**src/rtl/grant_mux_pkg.sv**
```systemverilog
// Shared types and helpers for the grant-driven burst multiplexer.
// Holds the FSM state encoding, index-width helper and one-hot test.
package grant_mux_pkg;

   typedef enum logic [1:0] {
      IDLE = 2'd0,
      XFER = 2'd1,
      DONE = 2'd2
   } state_t;

   localparam int default_num_master = 4;

   function automatic int idx_width_f(input int n);
      return (n > 1) ? $clog2(n) : 1;
   endfunction

   localparam int idx_width = idx_width_f(default_num_master);

   // True when exactly one bit of v is set; grants wider than 32 are not supported.
   function automatic logic is_onehot(input logic [31:0] v);
      return (v != 32'd0) && ((v & (v - 32'd1)) == 32'd0);
   endfunction

endpackage

```
**src/rtl/grant_burst_mux_onehot_encode.sv**
```systemverilog
// Combinational one-hot to index encoder with legality flags.
// idx is only meaningful while valid is high.
module onehot_encode
   import grant_mux_pkg::*;
#(
   parameter int n  = 4,
   parameter int iw = 2
) (
   input  logic [n-1:0]  vec,
   output logic [iw-1:0] idx,
   output logic          valid,
   output logic          multi
);

   logic [31:0] ext_s;

   assign ext_s = 32'(vec);

   // OR together the positions of all set bits
   always_comb begin
      idx = '0;
      for (int i = 0; i < n; i++) begin
         if (vec[i]) begin
            idx = idx | iw'(i);
         end else begin
            idx = idx;
         end
      end
   end

   assign valid = is_onehot(ext_s);
   assign multi = (vec != '0) && !valid;

endmodule

```
**src/rtl/grant_burst_mux.sv**
```systemverilog
// Locks the arbiter's granted master for one burst and routes its beats
// onto a shared valid/ready slave channel, pulsing done at the end.
module grant_burst_mux
   import grant_mux_pkg::*;
#(
   parameter int num_master = 4,
   parameter int data_width = 8,
   parameter int len_width  = 2
) (
   input  logic                             clk,
   input  logic                             rst,
   input  logic [num_master-1:0]            grant,
   input  logic [num_master-1:0]            m_valid,
   input  logic [num_master*data_width-1:0] m_data,
   input  logic [num_master*len_width-1:0]  m_len,
   output logic [num_master-1:0]            m_ready,
   output logic                             s_valid,
   output logic [data_width-1:0]            s_data,
   input  logic                             s_ready,
   output logic                             busy,
   output logic [num_master-1:0]            done,
   output logic                             err
);

   localparam int iw = idx_width_f(num_master);

   state_t                state_r, state_s;
   logic [iw-1:0]         owner_r, owner_s;
   logic [len_width-1:0]  cnt_r, cnt_s;
   logic                  err_r, err_s;
   logic [iw-1:0]         enc_idx_s;
   logic                  enc_valid_s;
   logic                  enc_multi_s;
   logic                  beat_s;

   onehot_encode #(
      .n  (num_master),
      .iw (iw)
   ) u_enc (
      .vec   (grant),
      .idx   (enc_idx_s),
      .valid (enc_valid_s),
      .multi (enc_multi_s)
   );

   // Shared-channel pass-through from the locked owner
   always_comb begin
      s_valid = 1'b0;
      s_data  = '0;
      m_ready = '0;
      done    = '0;
      if (state_r == XFER) begin
         s_valid          = m_valid[owner_r];
         m_ready[owner_r] = s_ready;
         if (m_valid[owner_r]) begin
            s_data = m_data[owner_r*data_width +: data_width];
         end else begin
            s_data = '0;
         end
      end else if (state_r == DONE) begin
         done[owner_r] = 1'b1;
      end else begin
         s_valid = 1'b0;
      end
   end

   assign beat_s = s_valid && s_ready;
   assign busy   = (state_r != IDLE);
   assign err    = err_r;

   // Next-state, owner latch and beat counting
   always_comb begin
      state_s = state_r;
      owner_s = owner_r;
      cnt_s   = cnt_r;
      err_s   = 1'b0;
      case (state_r)
         IDLE: begin
            if (enc_valid_s) begin
               owner_s = enc_idx_s;
               cnt_s   = m_len[enc_idx_s*len_width +: len_width];
               state_s = XFER;
            end else if (enc_multi_s) begin
               err_s = 1'b1;
            end else begin
               state_s = IDLE;
            end
         end
         XFER: begin
            if (beat_s) begin
               if (cnt_r == '0) begin
                  state_s = DONE;
               end else begin
                  cnt_s = cnt_r - {{(len_width-1){1'b0}}, 1'b1};
               end
            end else begin
               state_s = XFER;
            end
         end
         DONE: begin
            state_s = IDLE;
         end
         default: begin
            state_s = IDLE;
         end
      endcase
   end

   // State register; reset abandons any burst without a done pulse
   always_ff @(posedge clk) begin
      if (rst) begin
         state_r <= IDLE;
         owner_r <= '0;
         cnt_r   <= '0;
         err_r   <= 1'b0;
      end else begin
         state_r <= state_s;
         owner_r <= owner_s;
         cnt_r   <= cnt_s;
         err_r   <= err_s;
      end
   end

endmodule

```
**config.mk**
```make
export PLATFORM = sky130hd
export DESIGN_NAME = grant_burst_mux
export DESIGN_NICKNAME = d
export VERILOG_FILES = /design/src/rtl/grant_mux_pkg.sv /design/src/rtl/grant_burst_mux_onehot_encode.sv /design/src/rtl/grant_burst_mux.sv
export SDC_FILE = /design/constraint.sdc
export NUM_CORES = 1
export LEC_CHECK = 0
export ABC_AREA = 0
export ABC_CLOCK_PERIOD_IN_PS = 3570
export CAP_MARGIN = 20
export CORE_MARGIN = 2
export CORE_UTILIZATION = 34
export DETAILED_ROUTE_END_ITERATION = 12
export GPL_ROUTABILITY_DRIVEN = 0
export PLACE_DENSITY = 0.95
export SLEW_MARGIN = 0
export SYNTH_ARGS = -nofsm -noshare
export SYNTH_HDL_FRONTEND = slang
export SYNTH_HIERARCHICAL = 1
export SYNTH_SLANG_ARGS = --single-unit
```
**constraint.sdc**
```tcl
create_clock -name clk -period 3.57 [get_ports clk]
set_input_delay 0.714 -clock clk [delete_from_list [all_inputs] [get_ports clk]]
set_output_delay 0.714 -clock clk [all_outputs]
set_load 0.03 [all_outputs]
```
==> results.sh <==
export IMPL_cp_start_kind="input pin"
export IMPL_r2r_slack_ns=1.53
export IMPL_fin_nets=208
export IMPL_rsz0062_at_grt="false"
export IMPL_coreArea_sq_um=2230
export IMPL_drive_gt1_share_pct=10.3
export IMPL_fin_worst_skew_ns=0.00668
export IMPL_htree_levels=1
export IMPL_ys_seq_elements=7
export IMPL_slew_headroom_pct=63.6
export IMPL_num_rows=17
export IMPL_hold_path_class="flop to flop"
export IMPL_timing_final_ws_setup_ns=0.338
export IMPL_post_cts_buffers=0
export IMPL_wl_per_cell_microns=14.9
export IMPL_worst_pin_slew_ns=0.546
export IMPL_wirelength_microns=2720
export IMPL_dp_hpwl_microns=2270
export IMPL_highest_layer="met4"
export IMPL_met1_length_microns=1020
export IMPL_path_max_fanout=11
export IMPL_hold_buffers=0
export IMPL_num_antenna_cells=0
export IMPL_peakVddDrop_uv=195
export IMPL_syn_area_per_cell_sq_um=9.38
export IMPL_final_setup_tns_ns=0
export IMPL_syn_area_sq_um=807
export IMPL_viasPerCell=5.27
export IMPL_nFillCells=185
export IMPL_die_w_microns=52.7
export IMPL_grt_pass1_wl_microns=4130
export IMPL_numCtsBuffers=3
export IMPL_yosys_warnings=6
export IMPL_met3WireLength_microns=231
export IMPL_crit_path_end_kind="primary output"
export IMPL_clock_latency_ns=0.25
export IMPL_postCtsResizedCells=0
export IMPL_first_iter_violations=7
export IMPL_die_area_sq_um=2780
export IMPL_whs_ns=0.497
export IMPL_cp_required_ns=2.86
export IMPL_cts_tree="built"
export IMPL_synth_nets=138
export IMPL_initial_core_util_pct=36.1
export IMPL_clockBufferDepth=2
export IMPL_clkSlewWorstSetupHoldPaths_ns=0.05
export IMPL_cts_root_buf="clkbuf_4"
export IMPL_drcViolationCount=0
export IMPL_critPathKind="input pin to primary output"
export IMPL_finalMaxSlewViolations=0
export IMPL_yosysUniqueCellTypes=33
export IMPL_grt_antenna_before_repair=0
export IMPL_synth_seq_area_share_pct=17.4
export IMPL_fin_crit_sh_pct=90.5
export IMPL_status="complete, no violations"
export IMPL_fmax_ghz=0.309
export IMPL_grt_pass1_vias=969
export IMPL_min_period_ns=3.23
export IMPL_cts_sinks=7
export IMPL_grt_ovfl_total=0
export IMPL_die_h_microns=52.7
export IMPL_power_density_cell_area_nw_per_um2=211
export IMPL_dr_pass1_iters=4
export IMPL_synthToLayoutAreaGrowth_pct=91.0
export IMPL_grt_usage_pct=20.4
export IMPL_grt_max_degree=16
export IMPL_hold_violations=0
export IMPL_vias=964
export IMPL_syn_instance_count=86
export IMPL_post_place_ws_ns=0.337
export IMPL_cp_arrival_ns=2.52
export IMPL_finalSetupViolations=0
export IMPL_p_leak_nw=0.601
export IMPL_ant_nets=0
export IMPL_cap_viol_max_count=0
export IMPL_io_buffers=69
export IMPL_ios=70
export IMPL_met2_length_microns=1460
## Yosys cell counts
| cell | number | share of area, % |
|---|---|---|
| nor2_1 | 12 | 5.6 |
| and3_1 | 9 | 7.0 |
| dfxtp_1 | 7 | 17 |
| mux4_2 | 7 | 20 |
| inv_1 | 5 | 2.3 |
| nand2_1 | 5 | 2.3 |
| mux4_1 | 4 | 13 |
| nand2b_1 | 4 | 3.1 |
| a21oi_1 | 3 | 1.9 |
| nor4b_1 | 3 | 3.3 |
| clkbuf_1 | 2 | 0.93 |
| mux2i_1 | 2 | 2.5 |
| nor3_1 | 2 | 1.2 |
| or2_2 | 2 | 1.6 |
| a211o_1 | 1 | 1.1 |
| a211oi_1 | 1 | 0.93 |
| a22oi_2 | 1 | 1.6 |
| a31oi_1 | 1 | 0.78 |
| and2_1 | 1 | 0.78 |
| and3_4 | 1 | 1.4 |
| buf_1 | 1 | 0.46 |
| buf_2 | 1 | 0.62 |
| buf_6 | 1 | 1.4 |
| clkbuf_2 | 1 | 0.62 |
| ha_1 | 1 | 1.6 |
| nand3b_1 | 1 | 0.93 |
| nor2b_1 | 1 | 0.78 |
| nor4bb_1 | 1 | 1.2 |
| o21ai_0 | 1 | 0.62 |
| o21ai_1 | 1 | 0.62 |
| o31ai_1 | 1 | 0.93 |
| o32ai_1 | 1 | 1.1 |
| xor2_1 | 1 | 1.1 |
## metrics by stage
step,util [%],cells,power (mW),cell area [sq um]
after floorplan,-,86,0.175,807
after global placement,67.8,179,0.247,1520
after detailed placement,67.8,179,0.253,1520
after CTS,69.0,183,0.327,1540
after global routing,69.0,183,0.343,1540
final,69.0,183,0.325,1540
## cell families (layout without fill, tap and decap cells)
logic type,count (synthesis),in the layout,synth area share [%]
flops,7,7,17.4
mux,13,13,35.0
xor+xnor,1,1,1.09
compound gates,11,11,9.46
buf+inv,11,80,6.36
fa+ha+maj,1,1,1.55
simple gates,42,42,29.1
## worst max-delay path: stages
cell             delay (ns)
clkdlybuf4s50_1        0.40
mux4_2                 0.59
and3_1                 0.22
clkdlybuf4s50_1        0.60
## report_power, final
group,leakage (nW),total (mW),switching [mW],internal [mW]
Sequential,0.0573,0.0952,0.0107,0.0845
Combinational,0.529,0.157,0.0566,0.0999
Clock,0.0150,0.0729,0.0301,0.0427
## cell usage in the layout, fill, tap and decap left out
| cell type | n |
|---|---|
| mux4_2 | 7 |
| or2_2 | 2 |
| mux2i_1 | 2 |
| a21oi_1 | 3 |
| a31oi_1 | 1 |
| nor2b_1 | 1 |
| and3_1 | 9 |
| nand2b_1 | 4 |
| nand2_1 | 5 |
| clkbuf_4 | 3 |
| nor2_1 | 12 |
| nor4bb_1 | 1 |
| nand3b_1 | 1 |
| and2_1 | 1 |
| o21ai_0 | 1 |
| dfxtp_1 | 7 |
| ha_1 | 1 |
| clkdlybuf4s50_1 | 69 |
| xor2_1 | 1 |
| o32ai_1 | 1 |
| o21ai_1 | 1 |
| a211o_1 | 1 |
| clkbuf_1 | 1 |
| nor4b_1 | 3 |
| mux4_1 | 4 |
| buf_4 | 2 |
| inv_1 | 5 |
| and3_4 | 1 |
| nor3_1 | 2 |
| a211oi_1 | 1 |
| o31ai_1 | 1 |
| a22oi_2 | 1 |
## sequential cells by signal, indices dropped and copies added (netlist names)
name     flops
err          1
cnt_r        2
owner_r      2
state_r      2
## worst paths after layout
| kind | from | end | cells past startpoint |
|---|---|---|---|
| worst min register to register | cnt_r[1]$_SDFFE_PP0P_ | cnt_r[1]$_SDFFE_PP0P_ | 2 |
| worst min-delay path | cnt_r[1]$_SDFFE_PP0P_ | cnt_r[1]$_SDFFE_PP0P_ | 2 |
| worst max register to register | owner_r[0]$_SDFFE_PP0N_ | cnt_r[0]$_SDFFE_PP0P_ | 4 |
| worst max-delay path | m_valid[3] | s_data[1] | 4 |
## routing by layer
metal / up-vias / GRT usage [%]
li1: 468 / -
met1: 444 / 20.5
met2: 50 / 39.8
met3: 2 / 5.14
met4: 0 / 6.84
met5: - / 0
## final cells by class
| type | count | area (sq um) | share of cell area (%) |
|---|---|---|---|
| well taps | 28 | 35.0 | 2.27 |
| inverters | 5 | 18.8 | 1.22 |
| clock buffers | 4 | 26.3 | 1.70 |
| flip-flops and latches | 7 | 140 | 9.09 |
| repair buffers | 71 | 706 | 45.8 |
| multi-input cells | 68 | 616 | 39.9 |
(Power assumes the default switching activity.)
